--- config.mk ---
export PLATFORM = sky130hd
export DESIGN_NAME = dmem_wide_bridge_flat
export DESIGN_NICKNAME = d
export VERILOG_FILES = /design/src/rtl/dmem_wide_bridge_pkg.sv /design/src/rtl/dmem_wide_bridge_if.sv /design/src/rtl/dmem_wide_bridge.sv /design/src/flat_wrapper.sv
export SDC_FILE = /design/constraint.sdc
export NUM_CORES = 1
export LEC_CHECK = 0
export BUFFER_PORTS_ARGS = -buffer_cell sky130_fd_sc_hd__buf_2
export CELL_PAD_IN_SITES_DETAIL_PLACEMENT = 0
export CELL_PAD_IN_SITES_GLOBAL_PLACEMENT = 2
export CORE_MARGIN = 1.5
export CORE_UTILIZATION = 38
export DETAILED_ROUTE_END_ITERATION = 16
export GPL_TIMING_DRIVEN = 0
export PLACE_DENSITY = 0.91
export SYNTH_ARGS = -nofsm -noshare
export SYNTH_HDL_FRONTEND = slang
export SYNTH_SLANG_ARGS = --single-unit
--- constraint.sdc ---
create_clock -name clk -period 30.8 [get_ports clk]
set_input_delay 4.62 -clock clk [delete_from_list [all_inputs] [get_ports clk]]
set_output_delay 4.62 -clock clk [all_outputs]
set_load 0.03 [all_outputs]
--- src/rtl/dmem_wide_bridge_pkg.sv ---
// Shared types for the 128-bit CPU to 32-bit SRAM data-memory bridge.
// Holds the bus widths, beat geometry, FSM state encoding and beat-slice helper.
package dmem_bridge_pkg;

    localparam int ADDR_W = 8;
    localparam int WORD_W = 128;
    localparam int SRAM_W = 32;
    localparam int BEATS  = WORD_W / SRAM_W;
    localparam int BEAT_W = $clog2(BEATS);

    typedef enum logic [2:0] {
        IDLE,
        WR,
        RD,
        RDLAST,
        RESP
    } state_t;

    typedef logic [BEAT_W-1:0] beat_t;

    // Beat 0 is the leftmost (most significant) SRAM word of the CPU word.
    function automatic logic [SRAM_W-1:0] beat_slice(input logic [0:WORD_W-1] word,
                                                      input beat_t            beat);
        return word[SRAM_W*int'(beat) +: SRAM_W];
    endfunction

endpackage

--- src/rtl/dmem_wide_bridge_if.sv ---
// CPU data-memory port plus SRAM macro port of the wide bridge, bundled as one interface.
// slave = bridge view; master = the CPU/SRAM environment around it.
interface dmem_wide_bridge_if;
    import dmem_bridge_pkg::*;

    logic                memEn;
    logic                memWrEn;
    logic [0:ADDR_W-1]   memAddr;
    logic [0:WORD_W-1]   wrData;
    logic [0:WORD_W-1]   rdData;
    logic                memRdy;

    logic                sramEn;
    logic                sramWrEn;
    logic [ADDR_W+1:0]   sramAddr;
    logic [SRAM_W-1:0]   sramWData;
    logic [SRAM_W-1:0]   sramRData;

    modport slave (
        input  memEn, memWrEn, memAddr, wrData, sramRData,
        output rdData, memRdy, sramEn, sramWrEn, sramAddr, sramWData
    );

    modport master (
        output memEn, memWrEn, memAddr, wrData, sramRData,
        input  rdData, memRdy, sramEn, sramWrEn, sramAddr, sramWData
    );

endinterface

--- src/rtl/dmem_wide_bridge.sv ---
// Serves 128-bit CPU accesses from a 32-bit 1-cycle-read SRAM in 4 beats; memRdy pulses 4 (write) / 5 (read) cycles after accept.
// No backpressure: the CPU holds its request until memRdy, requests seen while busy are ignored.
module dmem_wide_bridge
    import dmem_bridge_pkg::*;
(
    input  logic              clk,
    input  logic              reset,
    dmem_wide_bridge_if.slave bus
);

    state_t                   state;
    state_t                   state_nxt;
    beat_t                    beat;
    logic                     last_beat;
    logic [0:ADDR_W-1]        addr_q;
    logic [0:WORD_W-1]        wr_q;
    logic [0:WORD_W-SRAM_W-1] rd_buf;
    logic [0:WORD_W-1]        rd_q;

    logic                     sram_en;
    logic                     sram_wr_en;
    logic [ADDR_W+1:0]        sram_addr;
    logic [SRAM_W-1:0]        sram_wdata;
    logic                     mem_rdy;

    assign last_beat = (beat == beat_t'(BEATS-1));

    always_ff @(posedge clk or posedge reset) begin
        if (reset) begin
            state <= IDLE;
        end else begin
            state <= state_nxt;
        end
    end

    always_comb begin
        state_nxt = state;
        case (state)
            IDLE:    if (bus.memEn) state_nxt = bus.memWrEn ? WR : RD;
            WR:      if (last_beat) state_nxt = RESP;
            RD:      if (last_beat) state_nxt = RDLAST;
            RDLAST:  state_nxt = RESP;
            RESP:    state_nxt = IDLE;
            default: state_nxt = IDLE;
        endcase
    end

    // SRAM read data lags its address by one edge, so issuing beat k captures beat k-1.
    always_ff @(posedge clk or posedge reset) begin
        if (reset) begin
            beat   <= '0;
            addr_q <= '0;
            wr_q   <= '0;
            rd_buf <= '0;
            rd_q   <= '0;
        end else begin
            case (state)
                IDLE: begin
                    if (bus.memEn) begin
                        addr_q <= bus.memAddr;
                        wr_q   <= bus.wrData;
                        beat   <= '0;
                    end
                end
                WR: begin
                    beat <= beat + 1'b1;
                end
                RD: begin
                    beat <= beat + 1'b1;
                    if (beat != '0) begin
                        rd_buf[SRAM_W*(int'(beat)-1) +: SRAM_W] <= bus.sramRData;
                    end
                end
                RDLAST: begin
                    rd_q <= {rd_buf, bus.sramRData};
                end
                default: begin
                end
            endcase
        end
    end

    always_comb begin
        sram_en    = 1'b0;
        sram_wr_en = 1'b0;
        sram_addr  = '0;
        sram_wdata = '0;
        mem_rdy    = 1'b0;
        case (state)
            WR: begin
                sram_en    = 1'b1;
                sram_wr_en = 1'b1;
                sram_addr  = {addr_q, beat};
                sram_wdata = beat_slice(wr_q, beat);
            end
            RD: begin
                sram_en    = 1'b1;
                sram_addr  = {addr_q, beat};
            end
            RESP: begin
                mem_rdy    = 1'b1;
            end
            default: begin
            end
        endcase
    end

    assign bus.sramEn    = sram_en;
    assign bus.sramWrEn  = sram_wr_en;
    assign bus.sramAddr  = sram_addr;
    assign bus.sramWData = sram_wdata;
    assign bus.memRdy    = mem_rdy;
    assign bus.rdData    = rd_q;

endmodule

--- src/flat_wrapper.sv ---
// flat-port wrapper written by rule: the top's interface ports become plain ports
module dmem_wide_bridge_flat import dmem_bridge_pkg::*;
  (clk, reset, bus_memEn, bus_memWrEn, bus_memAddr, bus_wrData, bus_sramRData, bus_rdData, bus_memRdy, bus_sramEn, bus_sramWrEn, bus_sramAddr, bus_sramWData);
  dmem_wide_bridge_if bus_i ();
  input  logic clk;
  input  logic reset;
  input wire logic [$bits(bus_i.memEn)-1:0] bus_memEn;
  input wire logic [$bits(bus_i.memWrEn)-1:0] bus_memWrEn;
  input wire logic [$bits(bus_i.memAddr)-1:0] bus_memAddr;
  input wire logic [$bits(bus_i.wrData)-1:0] bus_wrData;
  input wire logic [$bits(bus_i.sramRData)-1:0] bus_sramRData;
  output wire logic [$bits(bus_i.rdData)-1:0] bus_rdData;
  output wire logic [$bits(bus_i.memRdy)-1:0] bus_memRdy;
  output wire logic [$bits(bus_i.sramEn)-1:0] bus_sramEn;
  output wire logic [$bits(bus_i.sramWrEn)-1:0] bus_sramWrEn;
  output wire logic [$bits(bus_i.sramAddr)-1:0] bus_sramAddr;
  output wire logic [$bits(bus_i.sramWData)-1:0] bus_sramWData;
  assign bus_i.memEn = bus_memEn;
  assign bus_i.memWrEn = bus_memWrEn;
  assign bus_i.memAddr = bus_memAddr;
  assign bus_i.wrData = bus_wrData;
  assign bus_i.sramRData = bus_sramRData;
  assign bus_rdData = bus_i.rdData;
  assign bus_memRdy = bus_i.memRdy;
  assign bus_sramEn = bus_i.sramEn;
  assign bus_sramWrEn = bus_i.sramWrEn;
  assign bus_sramAddr = bus_i.sramAddr;
  assign bus_sramWData = bus_i.sramWData;
  dmem_wide_bridge u_core (.clk(clk), .reset(reset), .bus(bus_i));
endmodule
==> flow_summary.toml <==
[global_route]
overflow = 0
grt_pass1_wl_um = 66000
track_usage_pct = 21.2
grt_max_degree = 132
grt_antenna_before_repair = 8
grt_pass1_vias = 11300

[timing]
final_max_slew_viol_count = 0
hold_violations = 0
min_period_ps = 7390
rsz0062_at_grt = "no"
finalSetupTns_ps = 0
clock_skew_ps = 21.7
min_period_over_period_pct = 24.0
worst_slew_pin_slew_ps = 869
holdWs_ps = 473
fmax_mhz = 135
setup_viol = 0
slew_headroom_pct = 42.1

[clock_network]
root_buffer = "clkbuf_16"
htree_levels = 2
cts_setup_buffers = 0
clk_pin_slew_ps = 60
clockBufferDepth = 3
cts_made_buffers = 40
cts_tree = "built"
clock_sinks = 365
cts_hold_buf = 0
post_cts_resized = 0
clkLatencyLatePin_ps = 570

[power_and_ir_drop]
cellPowerDensity_nw_per_um2 = 121
combPwrFrac_pct = 42.6
clock_power_share_pct = 20.8
irDropWorstVdd_mv = 0.0618
leakage_uw = 0.00881
sw_frac_of_total_pct = 39.9
internal_power_uw = 1360
power_switching_uw = 906
seqPwrFrac_pct = 36.6

[worst_setup_path]
critPathKind = "flop to primary output"
cp_common_cell = "clkbuf_1"
cp-start-kind = "flop"
crit_chain = "clkbuf_1 > clkbuf_1 > mux4_2 > nor2b_1 > buf_2"
cp_max_fo = 10
end_kind = "primary output"
path_delay_family = "buffers and inverters"
slowest_delay_ps = 610
worst_ep_required_time_ps = 26180
path_buf_inv = 3
slowest_stage = "clkbuf_1"
worstPathArrival_ps = 2770

[floorplanning]
core_area_um2 = 38800
initial_core_util_pct = 38.7
rows = 72
die_height_um = 202
die_w_um = 202
dieArea_um2 = 40800
io_pins = 345

[routing]
drc_errors = 0
vias_per_cell = 5.04
drt_wl_total_um = 42600
vias = 10900
drtIter0Drc = 570
dr.pass1.iters = 5
wire_per_inst_um = 19.7
ant_nets = 0

[cells_and_area]
drive_above_1_share_pct = 41.2
num-fill-cells = 3594
final_net_count = 1780
syn2layout_area_growth_pct = 24.9
regArea_um2 = 9130
multiInputGateArea_um2 = 5060

[yosys]
yosysWarnings = 0
ys_top_cells_by_area = "dfrtp_1 61%, mux2_2 13%, o21ai_0 6.3%, mux4_2 4.8%, nand4_1 4.0%"
synth_cell_types = 26
netlist_area_um2 = 15000
netlist.top_cell.by_area = "dfrtp_1"
ys_seq_area_share_pct = 60.7
syn_area_per_cell_um2 = 12.4
synthesis.nets = 1392
ys_ff_latch = 365
syn_inst = 1216
synth_top_area_share_pct = 60.7

[placement]
hpwl_um = 31400
port_buffers = 344
routabilityCongestion = 0.830

[hold_path]
hp-class = "flop to flop"

[status]
status = "finished, final reports clean"

[flow_run]
drv_cap = 0
-- power groups by stage --
| stage | registers, uW | logic (uW) | clock network, uW |
|---|---|---|---|
| floorplan | 969 | 535 | 0 |
| global placement | 830 | 955 | 0 |
| detailed placement | 839 | 975 | 0 |
| CTS | 832 | 980 | 482 |
| global route | 857 | 1050 | 503 |
| finish | 830 | 966 | 472 |
-- Yosys cell counts, drive strengths merged --
master / count
a21oi: 3
and2: 11
clkbuf: 40
nand4: 96
nor3b: 4
nand2: 96
mux2: 170
and3b: 1
nand3b: 1
or4b: 1
buf: 55
or3b: 1
mux4: 32
o21ai: 192
dfrtp: 365
nor3: 3
inv: 101
nor4b: 2
nor2: 4
nor2b: 32
o41ai: 1
xnor2: 1
ha: 4
-- area by class of cell --
type	instances	share of cell area, %
sequential	365	48.6
tap	518	3.45
buffer	95	2.50
antenna	6	0.0800
clock inverter	16	0.886
inverter	101	2.06
timing repair buffer	346	9.46
clock buffer	54	5.98
multi-input combinational	655	26.9
-- worst reg2reg max path, stage by stage (launching register included) --
cell	delay, ps
dfrtp_1	380
clkbuf_1	340
clkbuf_1	550
inv_1	220
ha_1	380
nor3b_2	710
clkbuf_1	430
nand4_1	210
o21ai_0	120
-- routing by layer --
layer / part of all wire, % / vias up / global-route usage [%]
li1: - / 4998 / -
met2: 48 / 361 / 34.8
met5: 0.13 / - / 0
met4: 2.7 / 10 / 7.14
met3: 8.6 / 81 / 7.08
met1: 40 / 5424 / 26.2
-- state kept, by name (all words and copies together) (netlist names) --
signal and flops:
u_core.state 3, u_core.addr_q 8, u_core.beat 2, u_core.wr_q 128
u_core.rd_buf 96, u_core.bus.rdData 128
-- cell usage in the layout, fill, tap and decap left out, types with 9 or more instances in the layout --
master and instances:
clkbuf_16 40, dfrtp_1 365, clkinv_2 9, mux2_2 170, buf_2 380, clkbuf_1 47, nor2b_1 32, buf_4 18
nand2_1 96, nand4_1 96, and2_1 11, o21ai_0 188, inv_1 100, mux4_2 32
-- cells by family (layout without fill, tap and decap cells) --
logic type / Yosys count / count (layout) / share of synthesized area [%]
buffers and inverters: 196 / 612 / 5.64
xor gates and xnor gates: 1 / 1 / 0.0583
DFF: 365 / 365 / 60.7
adders and majority gates: 4 / 4 / 0.333
AOI/OAI and AO/OA: 196 / 196 / 6.55
muxes: 202 / 202 / 17.5
other: 0 / 6 / 0
and+or+nand+nor: 252 / 252 / 9.15
-- worst paths after layout --
| kind | from | to | slack (ps) | depth (start not counted) |
|---|---|---|---|---|
| worst max-delay path | u_core.beat[1] | bus_sramWData[12] | 23410 | 5 |
| worst max register to register | u_core.beat[1] | u_core.rd_buf[79] | 27350 | 8 |
| min in group asynchronous | reset | u_core.bus.rdData[67] | 4240 | 2 |
| max in group asynchronous | reset | u_core.bus.rdData[62] | 25370 | 3 |
| worst min-delay path | u_core.bus.rdData[18] | u_core.bus.rdData[18] | 470 | 2 |
| worst min register to register | u_core.bus.rdData[18] | u_core.bus.rdData[18] | 470 | 2 |
-- metrics by stage --
step / power [uW] / instance area [um^2] / instances / setup WS (ps) / util (%)
after CTS: 2290 / 18800 / 2150 / 23310 / 48.3
after global routing: 2410 / 18800 / 2151 / 23230 / 48.3
after global placement: 1780 / 17400 / 2078 / 12240 / 44.8
after floorplan: 1500 / 15000 / 1216 / 16050 / -
after detailed placement: 1810 / 17500 / 2080 / 23920 / 45.0
final: 2270 / 18800 / 2156 / 23410 / 48.4
Power figures use the tool's default switching activity.
